[src/rtl/mux_ula_pkg.sv]
// Shared types and helpers for the registered ALU operand multiplexer.
package mux_ula_pkg;

  localparam int unsigned CONTADOR_W = 16;

  typedef enum logic [1:0] {
    VAZIO,
    UM,
    DOIS
  } estado_t;

  function automatic logic sel_valido(input int unsigned flag, input int unsigned n);
    return flag < n;
  endfunction

endpackage

[src/rtl/mux_ula_skid.sv]
// Two-slot valid/ready skid buffer: main slot drives the output, skid slot
// absorbs one extra word so ready_in can be a plain register.
module mux_ula_skid
  import mux_ula_pkg::*;
#(
  parameter int unsigned DADO_W = 33
) (
  input  logic              clock,
  input  logic              reset,
  input  logic [DADO_W-1:0] dado_in,
  input  logic              valid_in,
  output logic              ready_in,
  output logic [DADO_W-1:0] dado_out,
  output logic              valid_out,
  input  logic              ready_out
);

  estado_t           estado_q, estado_d;
  logic [DADO_W-1:0] main_q, main_d;
  logic [DADO_W-1:0] skid_q, skid_d;
  logic              ready_in_q, ready_in_d;
  logic              valid_out_q, valid_out_d;
  logic              aceita;
  logic              transfere;

  // Occupancy transitions and slot loading.
  always_comb begin
    estado_d    = estado_q;
    main_d      = main_q;
    skid_d      = skid_q;
    aceita      = valid_in & ready_in_q;
    transfere   = valid_out_q & ready_out;
    case (estado_q)
      VAZIO: begin
        if (aceita) begin
          main_d   = dado_in;
          estado_d = UM;
        end
      end
      UM: begin
        if (aceita && !transfere) begin
          skid_d   = dado_in;
          estado_d = DOIS;
        end else if (aceita) begin
          main_d = dado_in;
        end else if (transfere) begin
          estado_d = VAZIO;
        end
      end
      DOIS: begin
        if (transfere) begin
          main_d   = skid_q;
          estado_d = UM;
        end
      end
      default: estado_d = VAZIO;
    endcase
    ready_in_d  = (estado_d != DOIS);
    valid_out_d = (estado_d != VAZIO);
  end

  always_ff @(posedge clock or posedge reset) begin
    if (reset) begin
      estado_q    <= VAZIO;
      main_q      <= '0;
      skid_q      <= '0;
      ready_in_q  <= 1'b0;
      valid_out_q <= 1'b0;
    end else begin
      estado_q    <= estado_d;
      main_q      <= main_d;
      skid_q      <= skid_d;
      ready_in_q  <= ready_in_d;
      valid_out_q <= valid_out_d;
    end
  end

  assign ready_in  = ready_in_q;
  assign dado_out  = main_q;
  assign valid_out = valid_out_q;

endmodule

[src/rtl/multiplexador_ula_pipe.sv]
// Registered N:1 ALU operand multiplexer with valid/ready output and
// out-of-range select detection. Optional MUX_ULA_CONTADOR_ERRO_EN adds a
// saturating count of accepted out-of-range selects.
module multiplexador_ula_pipe
  import mux_ula_pkg::*;
#(
  parameter int unsigned WIDTH      = 32,
  parameter int unsigned N_ENTRADAS = 4,
  parameter int unsigned SEL_W      = $clog2(N_ENTRADAS)
) (
  input  logic                        clock,
  input  logic                        reset,
  input  logic [N_ENTRADAS*WIDTH-1:0] entradas,
  input  logic [SEL_W-1:0]            flag,
  input  logic                        valid_in,
  output logic                        ready_in,
  output logic [WIDTH-1:0]            saida,
  output logic                        valid_out,
  input  logic                        ready_out,
  output logic                        erro_sel
`ifdef MUX_ULA_CONTADOR_ERRO_EN
  ,
  output logic [CONTADOR_W-1:0]       contador_erro
`endif
);

  localparam int unsigned DADO_W = WIDTH + 1;

  logic [WIDTH-1:0]  operando_c;
  logic              erro_c;
  logic [DADO_W-1:0] dado_saida;

  // Out-of-range selects fall back to entrada 0 and raise the error bit.
  always_comb begin
    operando_c = entradas[WIDTH-1:0];
    erro_c     = !sel_valido(32'(flag), N_ENTRADAS);
    for (int unsigned k = 1; k < N_ENTRADAS; k++) begin
      if (flag == SEL_W'(k)) operando_c = entradas[k*WIDTH +: WIDTH];
    end
  end

  mux_ula_skid #(
    .DADO_W(DADO_W)
  ) u_skid (
    .clock    (clock),
    .reset    (reset),
    .dado_in  ({erro_c, operando_c}),
    .valid_in (valid_in),
    .ready_in (ready_in),
    .dado_out (dado_saida),
    .valid_out(valid_out),
    .ready_out(ready_out)
  );

  assign saida    = dado_saida[WIDTH-1:0];
  assign erro_sel = dado_saida[WIDTH];

`ifdef MUX_ULA_CONTADOR_ERRO_EN
  logic [CONTADOR_W-1:0] contador_q, contador_d;

  always_comb begin
    contador_d = contador_q;
    if (valid_in && ready_in && erro_c && (contador_q != '1))
      contador_d = contador_q + CONTADOR_W'(1);
  end

  always_ff @(posedge clock or posedge reset) begin
    if (reset) contador_q <= '0;
    else       contador_q <= contador_d;
  end

  assign contador_erro = contador_q;
`endif

endmodule

[config.mk]
export PLATFORM = sky130hd
export DESIGN_NAME = multiplexador_ula_pipe
export DESIGN_NICKNAME = d
export VERILOG_FILES = /design/src/rtl/mux_ula_pkg.sv /design/src/rtl/mux_ula_skid.sv /design/src/rtl/multiplexador_ula_pipe.sv
export SDC_FILE = /design/constraint.sdc
export NUM_CORES = 1
export LEC_CHECK = 0
export BUFFER_PORTS_ARGS = -buffer_cell sky130_fd_sc_hd__buf_2
export CAP_MARGIN = 5
export CORE_MARGIN = 2
export CORE_UTILIZATION = 35
export CTS_CLUSTER_DIAMETER = 30
export DETAILED_ROUTE_END_ITERATION = 10
export REMOVE_ABC_BUFFERS = 1
export SYNTH_ARGS = -nofsm -noshare
export SYNTH_HDL_FRONTEND = slang
export SYNTH_SLANG_ARGS = --single-unit
[constraint.sdc]
create_clock -name clock -period 3.45 [get_ports clock]
set_clock_uncertainty 0.05 [all_clocks]
set_input_delay 0.1725 -clock clock [delete_from_list [all_inputs] [get_ports clock]]
set_output_delay 0.1725 -clock clock [all_outputs]
set_load 0.05 [all_outputs]
# After elaboration in Yosys (flattened, before gate mapping)
# Cells that the tools add are included.
[classes]
eq_ne = 8
n_mux = 13
bitwise = 2
reduce_logical = 7
[op_table]
columns = ["cell", "n"]
rows = [
  ["two-way mux 33 bit", 3],
  ["case mux 33 bit (3 select lines)", 1],
  ["two-way mux 32 bit", 3],
  ["two-way mux 2 bit", 5],
  ["equality test 2 bit (second input constant)", 3],
  ["case mux 2 bit (3 select lines)", 1],
  ["equality test 2 x 1 -> 1 bit (second input constant)", 2],
  ["!= test 2 bit (second input constant)", 2],
  ["AND reduction 3 bit", 1],
  ["nonzero test 3 bit", 1],
  ["bitwise AND 1 bit", 2],
  ["logical NOT 2 bit", 1],
  ["!= test 2 x 1 -> 1 bit (second input constant)", 1],
  ["AND reduction 2 bit", 1],
  ["nonzero test 2 bit", 1],
  ["logical AND 1 bit", 1],
  ["logical NOT 1 bit", 1],
]
[totals]
ff_bits = 69
input_bits = 134
out_inout_bits = 35
word_cells = 35

# Depth between registers and ports, before layout
[depth]
word_depth = 7
mapped_depth = 7
mapped_depth_nobuf = 4

# Cells and area by module
# Synthesis repeated with hierarchy kept, for this count alone.
[unflattened]
hier_cells = 237
hier_area_um2 = 4083.9
[modules_own_cells]
columns = ["module", "n_inst", "cells_each", "area_per_inst_um2", "seq_area_each_um2"]
rows = [
  ["mux_ula_skid", 1, 197, 3265.6, 1751.7],
  ["multiplexador_ula_pipe", 1, 40, 818.3, 0.0],
]

# Worst setup path before layout
# Ideal clock, no wire load.
[synth_path]
path_type = "reg-to-reg"
startpoint = "register u_skid.ready_in_q (netlist: u_skid.ready_in)"
endpoint = "register u_skid.main_q[22] (netlist: u_skid.dado_out[22])"
setup_ns = 0.125
arrival_time_ns = 1.871
required_time_ns = 3.275
slack_ns = 1.404
path_stages_with_launch = 6
n_path_buf = 1
period_less_slack_ns = 2.046
path_cell_list = "dfrtp_1 and3b_1 o21ba_2 a31oi_4 clkbuf_8 mux2_2"
[synth_via]
elab_chain_cells = 4
word_cells_on_any_way = 7
classes_between = "1 x eq/ne; 3 x mux; 1 x bitwise; 2 x reduce/logical"
[synth_rtl]
columns = ["item", "line", "text"]
rows = [
  ["start: declaration", "mux_ula_skid.sv:21", "logic ready_in_q, ready_in_d;"],
  ["start signal: assignment", "mux_ula_skid.sv:73", "ready_in_q <= ready_in_d;"],
  ["bitwise AND 1 bit (*)", "mux_ula_skid.sv:31", "aceita = valid_in & ready_in_q;"],
  ["two-way mux 33 bit / logical AND 1 bit (equally long branches)", "-", ""],
  ["two-way mux 33 bit / != test 2 bit (equally long branches)", "-", ""],
  ["case mux 33 bit (3 select lines) / AND reduction 3 bit (equally long branches)", "-", ""],
  ["end signal: assignment", "mux_ula_skid.sv:71", "main_q <= main_d;"],
  ["end: declaration", "mux_ula_skid.sv:19", "logic [DADO_W-1:0] main_q, main_d;"],
]
# Mark *: on every way between the ends. The rest lies on a longest branch, timed or not. The select of a mux whose other input is x is not followed.
# A chain may end at the register's enable or synchronous reset.

# Worst setup path in the final report
[layout_path]
startpoint = "register u_skid.estado_q[1]"
endpoint = "register u_skid.main_q[7] (netlist: u_skid.dado_out[7])"
[layout_via]
elab_chain_cells = 3
word_cells_on_any_way = 8
classes_between = "4 x eq/ne; 1 x mux; 3 x reduce/logical"
[layout_rtl]
columns = ["item", "line", "text"]
rows = [
  ["start: declaration", "mux_ula_skid.sv:18", "estado_t estado_q, estado_d;"],
  ["start signal: assignment", "mux_ula_skid.sv:70", "estado_q <= estado_d;"],
  ["equality test 2 bit, or another cell as far along", "mux_ula_skid.sv:33", "case (estado_q)"],
  ["!= test 2 x 1 -> 1 bit (no line), or another cell as far along", "-", ""],
  ["AND reduction 3 bit (no line)", "-", ""],
]
# Parallel ways exist; a longest one is shown, timed or not.

==> impl_metrics.toml <==
[floorplan]
fp.dieH_um = 112
io_pins = 169
coreArea_sq_um = 11400
start_util_pct = 36.0
die_area_sq_um = 12600
core.rowCount = 39
die_w_um = 112

[power_and_ir_drop]
pwr-share-clk_pct = 23.3
switching_power_w = 0.00185
intPower_w = 0.00273
p_per_area_nw_per_um2 = 853
p_leak_nw = 2.66
power_frac_seq_pct = 31.0
peakVddDrop_uv = 327
netSwitchingFraction_pct = 40.4
combPwrFrac_pct = 45.7

[cts]
clk_path_buf_depth = 2
clock_latency_ns = 0.32
clkSinkCount = 68
numCtsBuffers = 9
cts_tree = "built"
hold_buffers = 0
postCtsSetupBuffers = 0
cts.clk_slew.worst_paths_ns = 0.06
htreeDepth = 3
cts_resized = 0
cts_root_buf = "clkbuf_16"

[routing]
drtPass1Iterations = 4
ant_nets = 0
routed_wl_mm = 10.4
vias_per_cell = 5.17
vias = 3396
drt_iter0_drc = 88
drc_errors = 0
wl_per_cell_um = 15.9

[logic_synthesis]
ys_seq_elements = 68
yosysTopAreaCellShare_pct = 41.4
yosys-top-cells-area = "dfrtp_1 41%, mux2i_1 22%, mux2_2 17%, a221oi_1 6.2%, nor2_1 3.4%"
synth_top_area_cell = "dfrtp_1"
synthCells = 352
yosysSeqAreaShare_pct = 41.4
netlist_area_sq_um = 4110
avgSynthCellArea_sq_um = 11.7
yosys_warnings = 0
synth.distinct_cells = 27

[outcome]
outcome = "completed"

[critical_path]
slowest_stage = "a31oi_4"
cp_top_family = "compound AO/OA/AOI/OAI gates"
worst-path-buf-inv = 1
cpPeakStageDelay_ns = 0.46
cp.arrival_ns = 2.52
crit_fanout = 20
startpoint_type = "register"
path_cells = "and3b_1, o21ba_2, a31oi_4, buf_4, mux2_2"
critPathKind = "reg2reg"
critPathCaptureType = "register"
cp.required_ns = 3.60

[cells_and_area]
fillers = 1093
areaGrowthSynthToFinish_pct = 30.5
final_nets = 643
multi_input_comb_area_sq_um = 2240
drive_above_1_share_pct = 50.2
regArea_sq_um = 1700
final_area_sq_um = 5370
final_core_util_pct = 47.0
diodes = 0

[timing]
fin_setup_tns_ns = 0
finalSetupViolations = 0
fin_crit_ns = 2.37
worst_slack_ns = 1.08
hold_violations = 0
timing.final.max_slew_violations = 0
max_slew_margin_pct = 34.6
tightest_slew_ns = 0.980
rsz0062_at_grt = "false"
finalCritPeriodShare_pct = 68.8
timing.hold.ws_ns = 0.0273
max_freq_mhz = 421

[grt]
antenna_found_initial = 0
grt_pass1_wl_mm = 16.7
grt_start_max_net_pins = 49
grt_pass1_vias = 3443
track_usage_pct = 16.5
overflow = 0

[min_path]
min_path_type = "in2async"

[place]
place_ws_ns = 1.06
hpwl_mm = 7.43
gp_congestion = 0.735
io_buffers = 167
place_area_sq_um = 5010

[flow_run]
cap_violations = 0
==> synthesized netlist by cell type, drive strengths merged <==
library cell,n
a211oi,3
conb,1
a21oi,5
a31oi,1
buf,17
o21ai,4
mux2,64
o21bai,1
nand3,1
dfrtp,68
nor2b,1
inv,1
mux2i,90
clkbuf,11
nand2,8
o21ba,1
nand2b,1
and2,3
nor3b,3
and3b,1
nor2,37
and3,1
a221oi,29
==> worst reg2reg max path: cells and delay by family (launching register included) <==
| family | cells | cell delay [ns] |
|---|---|---|
| flip-flops | 1 | 0.43 |
| AO/OA/AOI/OAI | 2 | 0.72 |
| multiplexers | 1 | 0.38 |
| buffers and inverters | 1 | 0.40 |
| AND/OR/NAND/NOR | 1 | 0.28 |
==> logic make-up (layout without fill, tap and decap cells) <==
kind of cell	count (synthesis)	in the layout	synth area share (%)
compound gates	44	44	8.77
other cells	1	1	0.0912
mux	154	154	39.5
simple gates	56	56	6.03
flops	68	68	41.4
buf+inv	29	191	4.26
==> state kept, by name, indices dropped and copies added (netlist names) <==
name and flops:
u_skid.dado_out 32, u_skid.estado_q 2, u_skid.ready_in 1, u_skid.skid_q 32, u_skid.valid_out 1
==> path summary, 6_finish.rpt <==
kind / depth (start not counted) / start / endpoint / slack (ns)
max: 5 / u_skid.estado_q[1] / u_skid.dado_out[7] / 1.08
min: 2 / reset / u_skid.dado_out[6] / 0.03
max reg2reg: 5 / u_skid.estado_q[1] / u_skid.dado_out[7] / 1.08
min reg2reg: 2 / u_skid.skid_q[1] / u_skid.skid_q[1] / 0.43
max in group asynchronous: 3 / reset / u_skid.dado_out[21] / 2.41
min in group clock: 3 / valid_in / u_skid.valid_out / 0.17
==> per-stage QoR <==
stage | power (W) | instances
after floorplan | 0.00296 | 324
after global placement | 0.00348 | 641
after detailed placement | 0.00355 | 641
after CTS | 0.00463 | 657
after global routing | 0.00483 | 657
final | 0.00458 | 657
==> per-layer routing <==
layer	vias to the layer above	global-route usage [%]	wire length (um)
met5	-	0	0
met4	0	4.39	105
met3	10	3.46	638
met2	114	28.8	5180
met1	1645	20.9	4490
li1	1627	-	-
==> area by class of cell <==
class / count / area share (%)
clock buffers: 12 / 4.78
well taps: 143 / 3.33
flip-flops and latches: 68 / 31.7
repair buffers: 174 / 16.6
inverters: 1 / 0.0700
clock inverters: 4 / 1.77
multi-input cells: 255 / 41.7
==> power groups by stage <==
stage,registers [W],clock network (W),logic (W)
CTS,0.00142,0.00109,0.00212
floorplan,0.00210,0,0.000861
global placement,0.00142,0,0.00206
global route,0.00147,0.00113,0.00224
detailed placement,0.00143,0,0.00212
finish,0.00142,0.00107,0.00209
==> placed cells by master (no fill, tap or decap), types with 2 or more instances in the layout <==
master / synthesis / layout
bufinv_16: 0 / 3
dfrtp_1: 68 / 68
clkbuf_16: 0 / 9
clkbuf_8: 3 / 2
nor2_1: 37 / 36
buf_4: 1 / 8
mux2_2: 63 / 63
nand2_1: 8 / 8
mux2i_1: 90 / 90
buf_2: 14 / 166
and2_1: 3 / 3
a21oi_1: 5 / 5
o21ai_0: 4 / 4
nor3b_1: 3 / 3
a221oi_1: 29 / 29
a211oi_1: 3 / 3
Note: power is estimated with default switching activity, not from simulation.
